--- src/rtl/tpu_mem_pkg.sv ---
// Shared constants and types for the TPU data-memory access blocks.
//   DATA_ADDR_W      : word-address width of the 8192x32 data SRAM
//   DATA_W           : SRAM / stream data width
//   BURST_LEN_W      : burst length width (lengths 0..2^DATA_ADDR_W)
//   burst_rd_state_t : control states of the burst reader
package tpu_mem_pkg;

    localparam int DATA_ADDR_W = 13;
    localparam int DATA_W      = 32;
    localparam int BURST_LEN_W = 14;

    typedef enum logic [1:0] {
        IDLE,
        READ,
        DRAIN,
        FIN
    } burst_rd_state_t;

endpackage

--- src/rtl/stream_fifo.sv ---
// Synchronous FIFO with registered occupancy count.
//   clk, rst_n : clock, synchronous active-low reset
//   push/wdata : write one entry (ignored when full)
//   pop/rdata  : rdata shows the head entry; pop removes it (ignored when empty)
//   count      : number of stored entries
//   full/empty : occupancy flags
// Push and pop in the same cycle leave count unchanged and keep order.
module stream_fifo #(
    parameter int DEPTH = 4,
    parameter int WIDTH = 33,
    localparam int CNT_W = $clog2(DEPTH + 1),
    localparam int PTR_W = (DEPTH > 1) ? $clog2(DEPTH) : 1
) (
    input  logic             clk,
    input  logic             rst_n,
    input  logic             push,
    input  logic [WIDTH-1:0] wdata,
    input  logic             pop,
    output logic [WIDTH-1:0] rdata,
    output logic [CNT_W-1:0] count,
    output logic             full,
    output logic             empty
);

    logic [WIDTH-1:0] store [DEPTH];
    logic [PTR_W-1:0] wr_ptr;
    logic [PTR_W-1:0] rd_ptr;
    logic             do_push;
    logic             do_pop;

    assign full    = (count == CNT_W'(DEPTH));
    assign empty   = (count == '0);
    assign do_push = push && !full;
    assign do_pop  = pop && !empty;
    assign rdata   = store[rd_ptr];

    function automatic logic [PTR_W-1:0] ptr_next(input logic [PTR_W-1:0] p);
        return (p == PTR_W'(DEPTH - 1)) ? '0 : p + PTR_W'(1);
    endfunction

    always_ff @(posedge clk) begin
        if (!rst_n) begin
            wr_ptr <= '0;
            rd_ptr <= '0;
            count  <= '0;
        end else begin
            if (do_push) wr_ptr <= ptr_next(wr_ptr);
            if (do_pop)  rd_ptr <= ptr_next(rd_ptr);
            case ({do_push, do_pop})
                2'b10:   count <= count + CNT_W'(1);
                2'b01:   count <= count - CNT_W'(1);
                default: count <= count;
            endcase
        end
    end

    // Storage needs no reset: entries are only visible once counted.
    always_ff @(posedge clk) begin
        if (do_push) store[wr_ptr] <= wdata;
    end

endmodule

--- src/rtl/sram_burst_reader.sv ---
// Burst read master for one read-only port of the data SRAM.
//   clk, rst_n           : clock, synchronous active-low reset
//   cmd_valid/cmd_ready  : burst command handshake (accepted only when idle)
//   cmd_addr, cmd_len    : first word address, number of words (0..2^ADDR_W)
//   mem_en/mem_we        : SRAM enable / write enable (write enable tied low)
//   mem_addr, mem_dout   : SRAM address, read data (1-cycle latency)
//   m_valid/m_ready      : output stream handshake
//   m_data, m_last       : stream data, final-beat marker
//   done                 : one-cycle pulse when the burst has fully drained
module sram_burst_reader
    import tpu_mem_pkg::*;
#(
    parameter int ADDR_W     = tpu_mem_pkg::DATA_ADDR_W,
    parameter int DATA_W     = tpu_mem_pkg::DATA_W,
    parameter int LEN_W      = tpu_mem_pkg::BURST_LEN_W,
    parameter int FIFO_DEPTH = 4
) (
    input  logic              clk,
    input  logic              rst_n,
    input  logic              cmd_valid,
    output logic              cmd_ready,
    input  logic [ADDR_W-1:0] cmd_addr,
    input  logic [LEN_W-1:0]  cmd_len,
    output logic              mem_en,
    output logic              mem_we,
    output logic [ADDR_W-1:0] mem_addr,
    input  logic [DATA_W-1:0] mem_dout,
    output logic              m_valid,
    input  logic              m_ready,
    output logic [DATA_W-1:0] m_data,
    output logic              m_last,
    output logic              done
);

    localparam int CNT_W = $clog2(FIFO_DEPTH + 1);

    burst_rd_state_t   state;
    logic [ADDR_W-1:0] addr;
    logic [LEN_W-1:0]  remaining;
    logic              inflight;
    logic              inflight_last;

    logic [CNT_W-1:0]  fifo_count;
    logic              fifo_full;
    logic              fifo_empty;
    logic [DATA_W:0]   fifo_rdata;
    logic [CNT_W:0]    credit_used;
    logic              issue;
    logic              final_read;
    logic              pop;

    // Credit is taken from registered state only, so m_ready never
    // reaches mem_en combinationally. A read in flight reserves a slot.
    assign credit_used = {1'b0, fifo_count} + {{CNT_W{1'b0}}, inflight};
    assign issue       = (state == READ) && !fifo_full &&
                         (credit_used < (CNT_W + 1)'(FIFO_DEPTH));
    assign final_read  = issue && (remaining == LEN_W'(1));
    assign pop         = m_valid && m_ready;

    assign cmd_ready = (state == IDLE);
    assign mem_en    = issue;
    assign mem_we    = 1'b0;
    assign mem_addr  = addr;
    assign done      = (state == FIN);
    assign m_valid   = !fifo_empty;
    assign m_data    = fifo_empty ? '0 : fifo_rdata[DATA_W-1:0];
    assign m_last    = !fifo_empty && fifo_rdata[DATA_W];

    always_ff @(posedge clk) begin
        if (!rst_n) begin
            state         <= IDLE;
            addr          <= '0;
            remaining     <= '0;
            inflight      <= 1'b0;
            inflight_last <= 1'b0;
        end else begin
            inflight      <= issue;
            inflight_last <= final_read;
            case (state)
                IDLE: begin
                    if (cmd_valid) begin
                        addr      <= cmd_addr;
                        remaining <= cmd_len;
                        state     <= (cmd_len != '0) ? READ : FIN;
                    end
                end
                READ: begin
                    if (issue) begin
                        addr      <= addr + ADDR_W'(1);
                        remaining <= remaining - LEN_W'(1);
                        if (final_read) state <= DRAIN;
                    end
                end
                DRAIN: begin
                    if (fifo_empty && !inflight) state <= FIN;
                end
                FIN:     state <= IDLE;
                default: state <= IDLE;
            endcase
        end
    end

    // Returning read data lands in the FIFO the cycle after mem_en,
    // tagged with whether it was the burst's final read.
    stream_fifo #(
        .DEPTH (FIFO_DEPTH),
        .WIDTH (DATA_W + 1)
    ) u_fifo (
        .clk   (clk),
        .rst_n (rst_n),
        .push  (inflight),
        .wdata ({inflight_last, mem_dout}),
        .pop   (pop),
        .rdata (fifo_rdata),
        .count (fifo_count),
        .full  (fifo_full),
        .empty (fifo_empty)
    );

endmodule

--- config.mk ---
export PLATFORM = sky130hd
export DESIGN_NAME = sram_burst_reader
export DESIGN_NICKNAME = d
export VERILOG_FILES = /design/src/rtl/tpu_mem_pkg.sv /design/src/rtl/stream_fifo.sv /design/src/rtl/sram_burst_reader.sv
export SDC_FILE = /design/constraint.sdc
export NUM_CORES = 1
export LEC_CHECK = 0
export ABC_AREA = 1
export ABC_CLOCK_PERIOD_IN_PS = 3000
export BUFFER_PORTS_ARGS = -buffer_cell sky130_fd_sc_hd__buf_2
export CAP_MARGIN = 20
export CORE_MARGIN = 10
export CORE_UTILIZATION = 50
export DETAILED_ROUTE_END_ITERATION = 16
export PLACE_DENSITY = 0.83
export SETUP_SLACK_MARGIN = 0.1
export SYNTH_ARGS = -nofsm -noshare
export SYNTH_HDL_FRONTEND = slang
export SYNTH_SLANG_ARGS = --single-unit
--- constraint.sdc ---
create_clock -name clk -period 3 [get_ports clk]
set_clock_uncertainty 0.05 [all_clocks]
set_input_delay 0.6 -clock clk [delete_from_list [all_inputs] [get_ports clk]]
set_output_delay 0.6 -clock clk [all_outputs]
set_load 0.02 [all_outputs]
==> summary.txt, run 1 <==
Global route
  • First-pass GRT wire length: ~28 mm
  • Initial antenna violation count: 0
  • Grt ovf: 0
  • Number of global-route vias before repair: ~5600
  • Global Route Usage Sum: 17.3%
  • Largest net degree at the start of global routing: 43

Route
  • DR WL met3: 1.38 mm
  • Drt total wl: roughly 18 mm
  • Per-cell routed wire length: between 15 and 20 um
  • Top Layer Used: met4
  • Routed vias/inst: 5.32
  • Pre-antenna DRT Iters: 4
  • DRC viols: 0
  • Antenna violation net count after detailed routing: 0
  • Routed vias: 5845
  • M1 WL: ~7.4 mm
  • WL met2: 8.55 mm
  • Starting DRT DRC Count: 337

Power
  • Power per cell area: slightly above 1000 mW/mm2
  • Worst vdd ir: 0.547 mV
  • NetSw: 3.81 mW
  • Switching Fraction: 41.9%
  • Sequential Power Share: roughly a third
  • Combinational power share: between 40% and 50%
  • P_leak: 3.52 nW
  • Clock network power share: 23.0%
  • Internal power: 5.27 mW
  • Total power: 9.08 mW

STA
  • Hold Fails Final Rpt: 0
  • Final setup violation count: 0
  • Tmin final: 2740 ps
  • Hold_ws: approximately 330 ps
  • Setup TNS: 0 ps
  • Worst setup margin: between 200 and 300 ps
  • FMAX: between 300 and 400 MHz
  • RSZ-0062 raised after global routing: no
  • Slew HR: between 40 and 50%
  • Worst Tran Pin Value: 880 ps
  • Final critical-path share of the clock period: 91.4%
  • Max-slew violation count: 0

Setup path
  • Crit Path Category: reg2out
  • Critical Path AT: 2090 ps
  • Critical Path Fanout Max: 21
  • Crit path required time: 2350 ps
  • Startpoint types: register
  • R2R depth: 9
  • Crit. End Element: output pin

Final layout
  • Filler cells: approximately 1200
  • Non-Filler Instances: 1099
  • Core Util, Final: 59.5%
  • Most common cell after layout, fill and taps aside: nor2_1
  • Layout Nets: roughly 1000
  • Area Growth Syn to Fin: 17.4%
  • Post-route cell area: around 0.0090 mm2
  • Multi-input logic area: ~0.0026 mm2
  • Most frequent cells in the layout: nor2_1, edfxtp_1, buf_2
  • Layout cell share with drive strength beyond 1: 19.5%
  • Reg area: 0.00477 mm2

Floorplanning
  • Core Box Area: 0.0151 mm2
  • Num ports: 114
  • Die height: around 140 um
  • Die width: 144 um
  • Initial Utilization: roughly half
  • Die Area: a little over 0.02 mm2
  • Rows: 45

Clock tree
  • CTS Hold Buffers Added: 0
  • H-tree Lvls: 4
  • CTS Root Cell: clkbuf_16
  • CTS clk-pin slew, worst paths: 70 ps
  • TritonCTS clock tree: done
  • Setup repair bufs after CTS: 0
  • Clk Latency, worst-skew pair: approximately 430 ps
  • CTS sink count: 172
  • Clk buf depth: 2
  • CTS Buf Count: 17
  • Cts repair resizes: 0

Logic synthesis
  • Yosys warns: 0
  • Post-synth EDFFs: 132
  • Synthesized flop and latch total: 172
  • Yosys cell types: 37
  • Synthesized net count: 867
  • Main synth FF type: edfxtp_1
  • Mapped cell area: about 0.0076 mm2
  • FFs w/ async S/R, synth: 0%
  • Mapped Cells: 790
  • Sequential share of the synthesized area: between 60% and 70%
  • Avg Cell Area, Syn: 9.68 um2

Place
  • Routability-driven placement congestion ratio: 0.837
  • Number of port buffers: 112
  • Post-place instance area: 0.00841 mm2
  • Placed cell count: 1066
  • DP Wirelength: 11.5 mm
  • Pre-CTS worst setup slack: 704 ps

Status
  • Status: finished clean

Worst hold path
  • Hold WC Path Type: in2reg
  • Count of cells along the worst hold path: 1

Run
  • Max_cap viols: 0
==> power groups by stage <==
stage	combinational, mW	clock (mW)	sequential, mW
final	3.80	2.09	3.19
after global routing	4.28	2.22	3.23
after CTS	3.82	2.13	3.19
after detailed placement	3.80	0	3.23
after global placement	3.72	0	3.21
after floorplan	2.76	0	3.26
==> worst paths after layout <==
check	startpoint	endpoint	slack (ps)
setup / recovery	register	m_data[1]	260
hold / removal	mem_dout[7]	u_fifo.store[1][7]$_DFFE_PP_	330
setup reg to reg	u_fifo.count[2]$_SDFFE_PN0P_	u_fifo.count[2]$_SDFFE_PN0P_	620
hold reg to reg	remaining[5]$_SDFFE_PN0P_	remaining[5]$_SDFFE_PN0P_	440
==> worst max-delay path, cell delays in order (launching register included) <==
cell	delay, ps
dfxtp_1	330
buf_4	270
inv_1	90
buf_4	220
nor2_1	190
o21ai_0	150
a21oi_1	190
buf_2	200
==> layout make-up <==
| class | instances | area share (%) |
|---|---|---|
| sequential | 172 | 53.1 |
| multi-input combinational | 536 | 28.5 |
| timing repair buffer | 128 | 7.72 |
| clock buffer | 17 | 4.74 |
| tap | 188 | 2.62 |
| inverter | 42 | 1.78 |
| clock inverter | 15 | 1.55 |
| antenna | 1 | 0.0279 |
==> cell families (layout without fill, tap and decap cells) <==
group | after synthesis | after routing | synth area share [%]
simple gates | 345 | 345 | 18.1
compound gates | 173 | 173 | 12.1
flops | 172 | 172 | 62.3
buf+inv | 82 | 202 | 4.65
fa+ha+maj | 14 | 14 | 2.39
xor+xnor | 3 | 3 | 0.344
other cells | 1 | 2 | 0.0490
==> Yosys cell counts, types with 2 or more instances <==
library cell | instances | area share (%)
clkbuf_1 | 19 | 0.93
o211a_1 | 2 | 0.26
nand3_1 | 28 | 1.8
inv_1 | 39 | 1.9
nor4_1 | 2 | 0.16
nor2_1 | 208 | 10
inv_2 | 2 | 0.098
ha_1 | 13 | 2.1
a21oi_1 | 65 | 4.3
edfxtp_1 | 132 | 52
a211oi_2 | 2 | 0.33
buf_1 | 6 | 0.29
dfxtp_1 | 40 | 10
xnor2_1 | 2 | 0.23
nand3b_1 | 6 | 0.59
o21ai_1 | 6 | 0.39
buf_6 | 3 | 0.44
buf_2 | 9 | 0.59
o21ai_0 | 92 | 6.0
nor3_1 | 3 | 0.20
buf_4 | 3 | 0.29
nand2_1 | 90 | 4.4
nand4_1 | 4 | 0.33
==> flip-flops by register name, indices dropped and copies added, names as in the netlist, named ones only <==
register / flops
u_fifo.wr_ptr: 2
state: 2
remaining: 14
u_fifo.store: 132
u_fifo.count: 3
inflight: 1
mem_addr: 13
inflight_last: 1
u_fifo.rd_ptr: 2
==> per-layer routing <==
metal | track usage (%) | vias to the layer above
met3 | 4.49 | 21
met4 | 6.34 | 0
li1 | - | 2907
met2 | 28.8 | 212
met5 | 0 | -
met1 | 21.2 | 2705
No activity file was read; power rests on OpenSTA's default activity.
==> inputs of run 2 (changes only) <==
--- a/config.mk
+++ b/config.mk
@@ -6,13 +6,15 @@
 export NUM_CORES = 1
 export LEC_CHECK = 0
 export ABC_AREA = 1
-export ABC_CLOCK_PERIOD_IN_PS = 3000
 export BUFFER_PORTS_ARGS = -buffer_cell sky130_fd_sc_hd__buf_2
 export CAP_MARGIN = 20
+export CELL_PAD_IN_SITES_DETAIL_PLACEMENT = 1
+export CELL_PAD_IN_SITES_GLOBAL_PLACEMENT = 1
 export CORE_MARGIN = 10
-export CORE_UTILIZATION = 50
+export CORE_UTILIZATION = 44
 export DETAILED_ROUTE_END_ITERATION = 16
-export PLACE_DENSITY = 0.83
+export GPL_TIMING_DRIVEN = 0
+export PLACE_DENSITY = 0.92
 export SETUP_SLACK_MARGIN = 0.1
 export SYNTH_ARGS = -nofsm -noshare
 export SYNTH_HDL_FRONTEND = slang
==> run 2 against run 1 <==
  * Count of clock-buffer cells in the layout stayed put
  * Sequential cell count stayed put
  * Fmax is 1.1% lower
  * Die area is 12% higher
  * Power is 6.6% higher
  * Combinational power is 14% higher
  * Sequential power hardly changed
  * Largest cell class unchanged
==> summary.txt, run 2 (same netlist as run 1, synthesis figures left out) <==
Status
  • Status: finished clean (unchanged)

Place
  • Pre-CTS worst setup slack: 451 ps (was 704 ps)
  • Post-place instance area: 0.00861 mm2 (was 0.00841 mm2)
  • Number of port buffers: 112 (unchanged)
  • DP Wirelength: 16.4 mm (was 11.5 mm)
  • Routability-driven placement congestion ratio: 0.853 (was 0.837)
  • Placed cell count: 1131 (was 1066)

Clock tree
  • CTS Root Cell: clkbuf_16 (unchanged)
  • Clk Latency, worst-skew pair: 430 ps (about the same)
  • TritonCTS clock tree: done (unchanged)
  • CTS Buf Count: 17 (unchanged)
  • H-tree Lvls: 4 (unchanged)
  • CTS clk-pin slew, worst paths: 70 ps (about the same)
  • Clk buf depth: 2 (unchanged)
  • CTS sink count: 172 (unchanged)

Setup path
  • Crit Path Category: reg2out (unchanged)
  • Crit. End Element: output pin (unchanged)
  • Critical Path AT: 2120 ps (was 2090 ps)
  • Crit path required time: 2350 ps (about the same)
  • Critical Path Fanout Max: 10 (was 21)
  • Startpoint types: register (unchanged)

Final layout
  • Non-Filler Instances: 1162 (was 1099)
  • Most frequent cells in the layout: nor2_1, edfxtp_1, buf_2 (unchanged)
  • Filler cells: 2015 (was 1237)
  • N_diodes: 0 (was 1)
  • Post-route cell area: 0.00920 mm2 (was 0.00898 mm2)
  • Max reg flops: 132 (unchanged)
  • Layout cell share with drive strength beyond 1: 20.1% (was 19.5%)
  • Layout Nets: 1001 (was 974)
  • Core Util, Final: 53.6% (was 59.5%)
  • Biggest register: u_fifo.store (unchanged)
  • Most common cell after layout, fill and taps aside: nor2_1 (unchanged)
  • Area Growth Syn to Fin: 20.3% (was 17.4%)

Power
  • Total power: 9.68 mW (was 9.08 mW)
  • Worst vdd ir: 0.506 mV (was 0.547 mV)
  • Power per cell area: 1050 mW/mm2 (was 1010 mW/mm2)
  • P_leak: 3.60 nW (was 3.52 nW)

STA
  • Worst setup margin: 228 ps (was 257 ps)
  • Max-slew violation count: 0 (unchanged)
  • Tmin final: 2770 ps (was 2740 ps)
  • Worst Tran Pin Value: 694 ps (was 880 ps)
  • FMAX: 361 MHz (was 365 MHz)
  • Slew HR: 53.8% (was 41.3%)
  • Final critical-path share of the clock period: 92.4% (was 91.4%)
  • Final setup violation count: 0 (unchanged)
  • RSZ-0062 raised after global routing: yes (was no)
  • Hold Fails Final Rpt: 0 (unchanged)

Floorplanning
  • Rows: 48 (was 45)
  • Die Area: 0.0231 mm2 (was 0.0206 mm2)
  • Initial Utilization: 44.5% (was 50.7%)
  • Num ports: 114 (unchanged)
  • Die height: 152 um (was 144 um)
  • Core Box Area: 0.0172 mm2 (was 0.0151 mm2)
  • Die width: 152 um (was 144 um)

Route
  • DRC viols: 0 (unchanged)
  • Drt total wl: 23.4 mm (was 17.6 mm)
  • Routed vias: 6379 (was 5845)
  • Starting DRT DRC Count: 361 (was 337)
  • Antenna violation net count after detailed routing: 0 (unchanged)
  • Per-cell routed wire length: 20.1 um (was 16.1 um)
  • Routed vias/inst: 5.49 (was 5.32)
  • Pre-antenna DRT Iters: 5 (was 4)

Global route
  • Largest net degree at the start of global routing: 29 (was 43)
  • Grt ovf: 0 (unchanged)
  • Global Route Usage Sum: 19.8% (was 17.3%)
  • Number of global-route vias before repair: 6769 (was 5626)
  • Initial antenna violation count: 2 (was 0)
  • First-pass GRT wire length: 37.0 mm (was 28.2 mm)

Run
  • Max_cap viols: 0 (unchanged)

Worst hold path
  • Hold WC Path Type: in2reg (unchanged)
[run 2: metal layers]
metal,track usage [%],wire (um),up-vias
met4,8.62,570,2
met3,4.71,1550,53
met5,0,12,-
met2,34.2,11800,235
met1,22.8,9400,3121
li1,-,-,2968
[run 2: cell type report]
type | instances | area (um2) | area share, %
buffer | 39 | 214 | 2.33
tap | 225 | 282 | 3.06
timing repair buffer | 116 | 656 | 7.13
clock inverter | 15 | 141 | 1.54
clock buffer | 17 | 425 | 4.62
sequential | 172 | 4760 | 51.8
inverter | 42 | 160 | 1.74
multi-input combinational | 536 | 2560 | 27.8
[run 2: metrics by stage]
step | TNS, ps | hold slack (ps)
2_1_floorplan | 0 | 388
3_3_place_gp | -56650 | 406
3_5_place_dp | 0 | 433
4_1_cts | 0 | 320
5_1_grt | 0 | 321
6_report | 0 | 333
[run 2: worst max-delay path: stages, from the launching register on]
cell      delay [ps]
dfxtp_1          440
inv_1            120
nand3_1          160
inv_1            170
clkbuf_2         250
a21oi_1          300
buf_2            230
[run 2: worst paths after layout]
| path | startpoint | endpoint | slack, ps | depth (start not counted) |
|---|---|---|---|---|
| max | u_fifo.count[0]$_SDFFE_PN0P_ | m_data[3] | 230 | 6 |
| min | mem_dout[19] | u_fifo.store[3][19]$_DFFE_PP_ | 330 | 1 |
| max reg2reg | u_fifo.count[0]$_SDFFE_PN0P_ | u_fifo.count[2]$_SDFFE_PN0P_ | 580 | 8 |
| min reg2reg | remaining[6]$_SDFFE_PN0P_ | remaining[6]$_SDFFE_PN0P_ | 450 | 2 |
[run 2: what timing repair did]
| item | in CTS | in global routing |
|---|---|---|
| hold buffers | 0 | 0 |
| resized for setup | 4 | 9 |
| pin swaps | 0 | 0 |
| endpoints found under the setup margin | 17 | 23 |
| buffers inserted | 0 | 0 |
[run 2: power breakdown]
| group | internal (mW) | total, mW | switching [mW] |
|---|---|---|---|
| sequential | 2.91 | 3.21 | 0.298 |
| combinational | 1.35 | 4.34 | 2.99 |
| clock | 1.11 | 2.13 | 1.02 |
==> inputs of run 3 (changes only) <==
--- a/config.mk
+++ b/config.mk
@@ -8,13 +8,11 @@
 export ABC_AREA = 1
 export BUFFER_PORTS_ARGS = -buffer_cell sky130_fd_sc_hd__buf_2
 export CAP_MARGIN = 20
-export CELL_PAD_IN_SITES_DETAIL_PLACEMENT = 1
-export CELL_PAD_IN_SITES_GLOBAL_PLACEMENT = 1
 export CORE_MARGIN = 10
-export CORE_UTILIZATION = 44
+export CORE_UTILIZATION = 50
 export DETAILED_ROUTE_END_ITERATION = 16
 export GPL_TIMING_DRIVEN = 0
-export PLACE_DENSITY = 0.92
+export PLACE_DENSITY = 0.83
 export SETUP_SLACK_MARGIN = 0.1
 export SYNTH_ARGS = -nofsm -noshare
 export SYNTH_HDL_FRONTEND = slang
==> run 3 against run 2 <==
  * Count of clock-buffer cells in the layout did not move
  * Clock power barely moved
  * Sequential power barely moved
  * Power fell by 2.5%
  * Cell count fell by 2.9%
  * Worst hold slack got worse by 2.0 ps
  * First-iteration DRC count rose by 9.1%
  * Critical path depth did not move
  * Global-route usage fell by 1.6 points
  * Highest routed layer is now met4
==> summary.txt, run 3 (same netlist as run 1, synthesis figures left out) <==
Final layout
  • Area Growth Syn to Fin: 19.9% (was 20.3%)
  • Layout cell share with drive strength beyond 1: 20.3% (was 20.1%)
  • Max reg flops: 132 (unchanged)
  • Non-Filler Instances: 1128 (was 1162)
  • Most frequent cells in the layout: nor2_1, edfxtp_1, buf_2 (unchanged)
  • Post-route cell area: 0.00917 mm2 (was 0.00920 mm2)
  • Layout Nets: 1002 (was 1001)
  • Biggest register: u_fifo.store (unchanged)
  • Most common cell after layout, fill and taps aside: nor2_1 (unchanged)
  • Filler cells: 1192 (was 2015)
  • Reg area: 0.00476 mm2 (unchanged)
  • Multi-input logic area: 0.00256 mm2 (unchanged)

Place
  • Number of port buffers: 112 (unchanged)
  • Post-place instance area: 0.00857 mm2 (was 0.00861 mm2)
  • Routability-driven placement congestion ratio: 0.918 (was 0.853)
  • DP Wirelength: 12.6 mm (was 16.4 mm)
  • Placed cell count: 1094 (was 1131)

Floorplanning
  • Die height: 144 um (was 152 um)
  • Die Area: 0.0206 mm2 (was 0.0231 mm2)
  • Rows: 45 (was 48)
  • Die width: 144 um (was 152 um)
  • Num ports: 114 (unchanged)
  • Initial Utilization: 50.7% (was 44.5%)
  • Core Box Area: 0.0151 mm2 (was 0.0172 mm2)

Global route
  • Largest net degree at the start of global routing: 24 (was 29)
  • First-pass GRT wire length: 29.4 mm (was 37.0 mm)
  • Grt ovf: 0 (unchanged)
  • Number of global-route vias before repair: 5905 (was 6769)
  • Initial antenna violation count: 1 (was 2)
  • Global Route Usage Sum: 18.2% (was 19.8%)

STA
  • Hold Fails Final Rpt: 0 (unchanged)
  • Max-slew violation count: 0 (unchanged)
  • Final critical-path share of the clock period: 90.8% (was 92.4%)
  • FMAX: 367 MHz (was 361 MHz)
  • RSZ-0062 raised after global routing: yes (unchanged)
  • Worst Tran Pin Value: 673 ps (was 694 ps)
  • Slew HR: 55.1% (was 53.8%)
  • Tmin final: 2720 ps (was 2770 ps)
  • Final setup violation count: 0 (unchanged)

Clock tree
  • CTS clk-pin slew, worst paths: 70 ps (about the same)
  • TritonCTS clock tree: done (unchanged)
  • Clk Latency, worst-skew pair: 440 ps (was 430 ps)
  • CTS Root Cell: clkbuf_16 (unchanged)
  • CTS Hold Buffers Added: 0 (unchanged)
  • H-tree Lvls: 4 (unchanged)
  • CTS Buf Count: 17 (unchanged)
  • Clk buf depth: 2 (unchanged)
  • CTS sink count: 172 (unchanged)

Route
  • DRC viols: 0 (unchanged)
  • Antenna violation net count after detailed routing: 0 (unchanged)
  • Per-cell routed wire length: 16.6 um (was 20.1 um)
  • Routed vias: 6114 (was 6379)
  • Drt total wl: 18.7 mm (was 23.4 mm)
  • Routed vias/inst: 5.42 (was 5.49)
  • Pre-antenna DRT Iters: 5 (unchanged)
  • Starting DRT DRC Count: 394 (was 361)

Setup path
  • Crit path required time: 2350 ps (about the same)
  • Crit. End Element: output pin (unchanged)
  • Critical Path AT: 2070 ps (was 2120 ps)
  • Setup slack, reg-to-reg: 620 ps (was 580 ps)
  • Crit Path Category: reg2out (unchanged)
  • Startpoint types: register (unchanged)
  • Critical Path Fanout Max: 10 (unchanged)

Power
  • Worst vdd ir: 0.586 mV (was 0.506 mV)
  • P_leak: 3.62 nW (was 3.60 nW)
  • Power per cell area: 1030 mW/mm2 (was 1050 mW/mm2)

Run
  • Max_cap viols: 0 (unchanged)

Status
  • Status: finished clean (unchanged)

Worst hold path
  • Hold WC Path Type: in2reg (unchanged)
[run 3: cell count changes in the layout (fill, tap and decap cells not counted), moves of 2 or more]
cell | previous run | this run
clkinv_4 | 2 | 0
inv_8 | 5 | 2
clkbuf_4 | 5 | 3
inv_6 | 6 | 9
clkbuf_2 | 8 | 10
buf_2 | 116 | 118
clkinv_2 | 0 | 2
clkinvlp_4 | 2 | 0
diode_2 | 0 | 2
clkinv_8 | 0 | 2
[run 3: final cells by class]
cell class / count / area share, %
Antenna cell: 2 / 0.0546
Buffer: 40 / 2.35
Clock buffer: 17 / 4.64
Clock inverter: 15 / 1.57
Inverter: 42 / 1.75
Multi-Input combinational cell: 536 / 27.9
Sequential cell: 172 / 52.0
Tap cell: 188 / 2.57
Timing Repair Buffer: 116 / 7.23
[run 3: where the power goes]
part,internal (mW),leakage [nW],switching (mW)
Combinational,1.34,1.81,2.80
Clock,1.10,0.284,1.01
Sequential,2.91,1.52,0.268
Total,5.36,3.62,4.07
[run 3: metal layers]
metal	vias up	GRT usage [%]	wire length (um)
met5	-	0	0
met4	0	7.25	287
met3	26	5.05	1570
met2	255	30.2	9100
met1	2869	22.0	7740
li1	2964	-	-
[run 3: final timing paths]
check                               start  depth (start not counted)                       endpoint
max          u_fifo.count[1]$_SDFFE_PN0P_                          6                     m_data[19]
min                          mem_dout[13]                          1  u_fifo.store[2][13]$_DFFE_PP_
min reg2reg     remaining[6]$_SDFFE_PN0P_                          2      remaining[6]$_SDFFE_PN0P_
max reg2reg  u_fifo.count[2]$_SDFFE_PN0P_                          9   u_fifo.count[2]$_SDFFE_PN0P_
[run 3: metrics by stage]
step	worst slack [ps]	power, mW	hold WS [ps]	TNS (ps)	utilization (%)
detailed placement	580	7.31	425	0	56.8
CTS	100	9.42	309	0	60.6
global route	70.5	10.1	314	0	60.7
floorplan	540	6.02	388	0	-
global placement	-447	7.17	412	-55390	55.9
finish	277	9.43	331	0	60.8
[run 3: worst max-delay path, cell delays in order (launching register included)]
cell and delay [ps]:
dfxtp_1 430, inv_1 100, nand3_1 190, inv_1 190, clkbuf_2 260, a21oi_1 260
buf_2 220
[run 3: timing repair]
item	CTS	global route
setup buffers	0	0
resized for setup	0	19
hold endpoints to repair	0	0
setup endpoints to repair	0	33
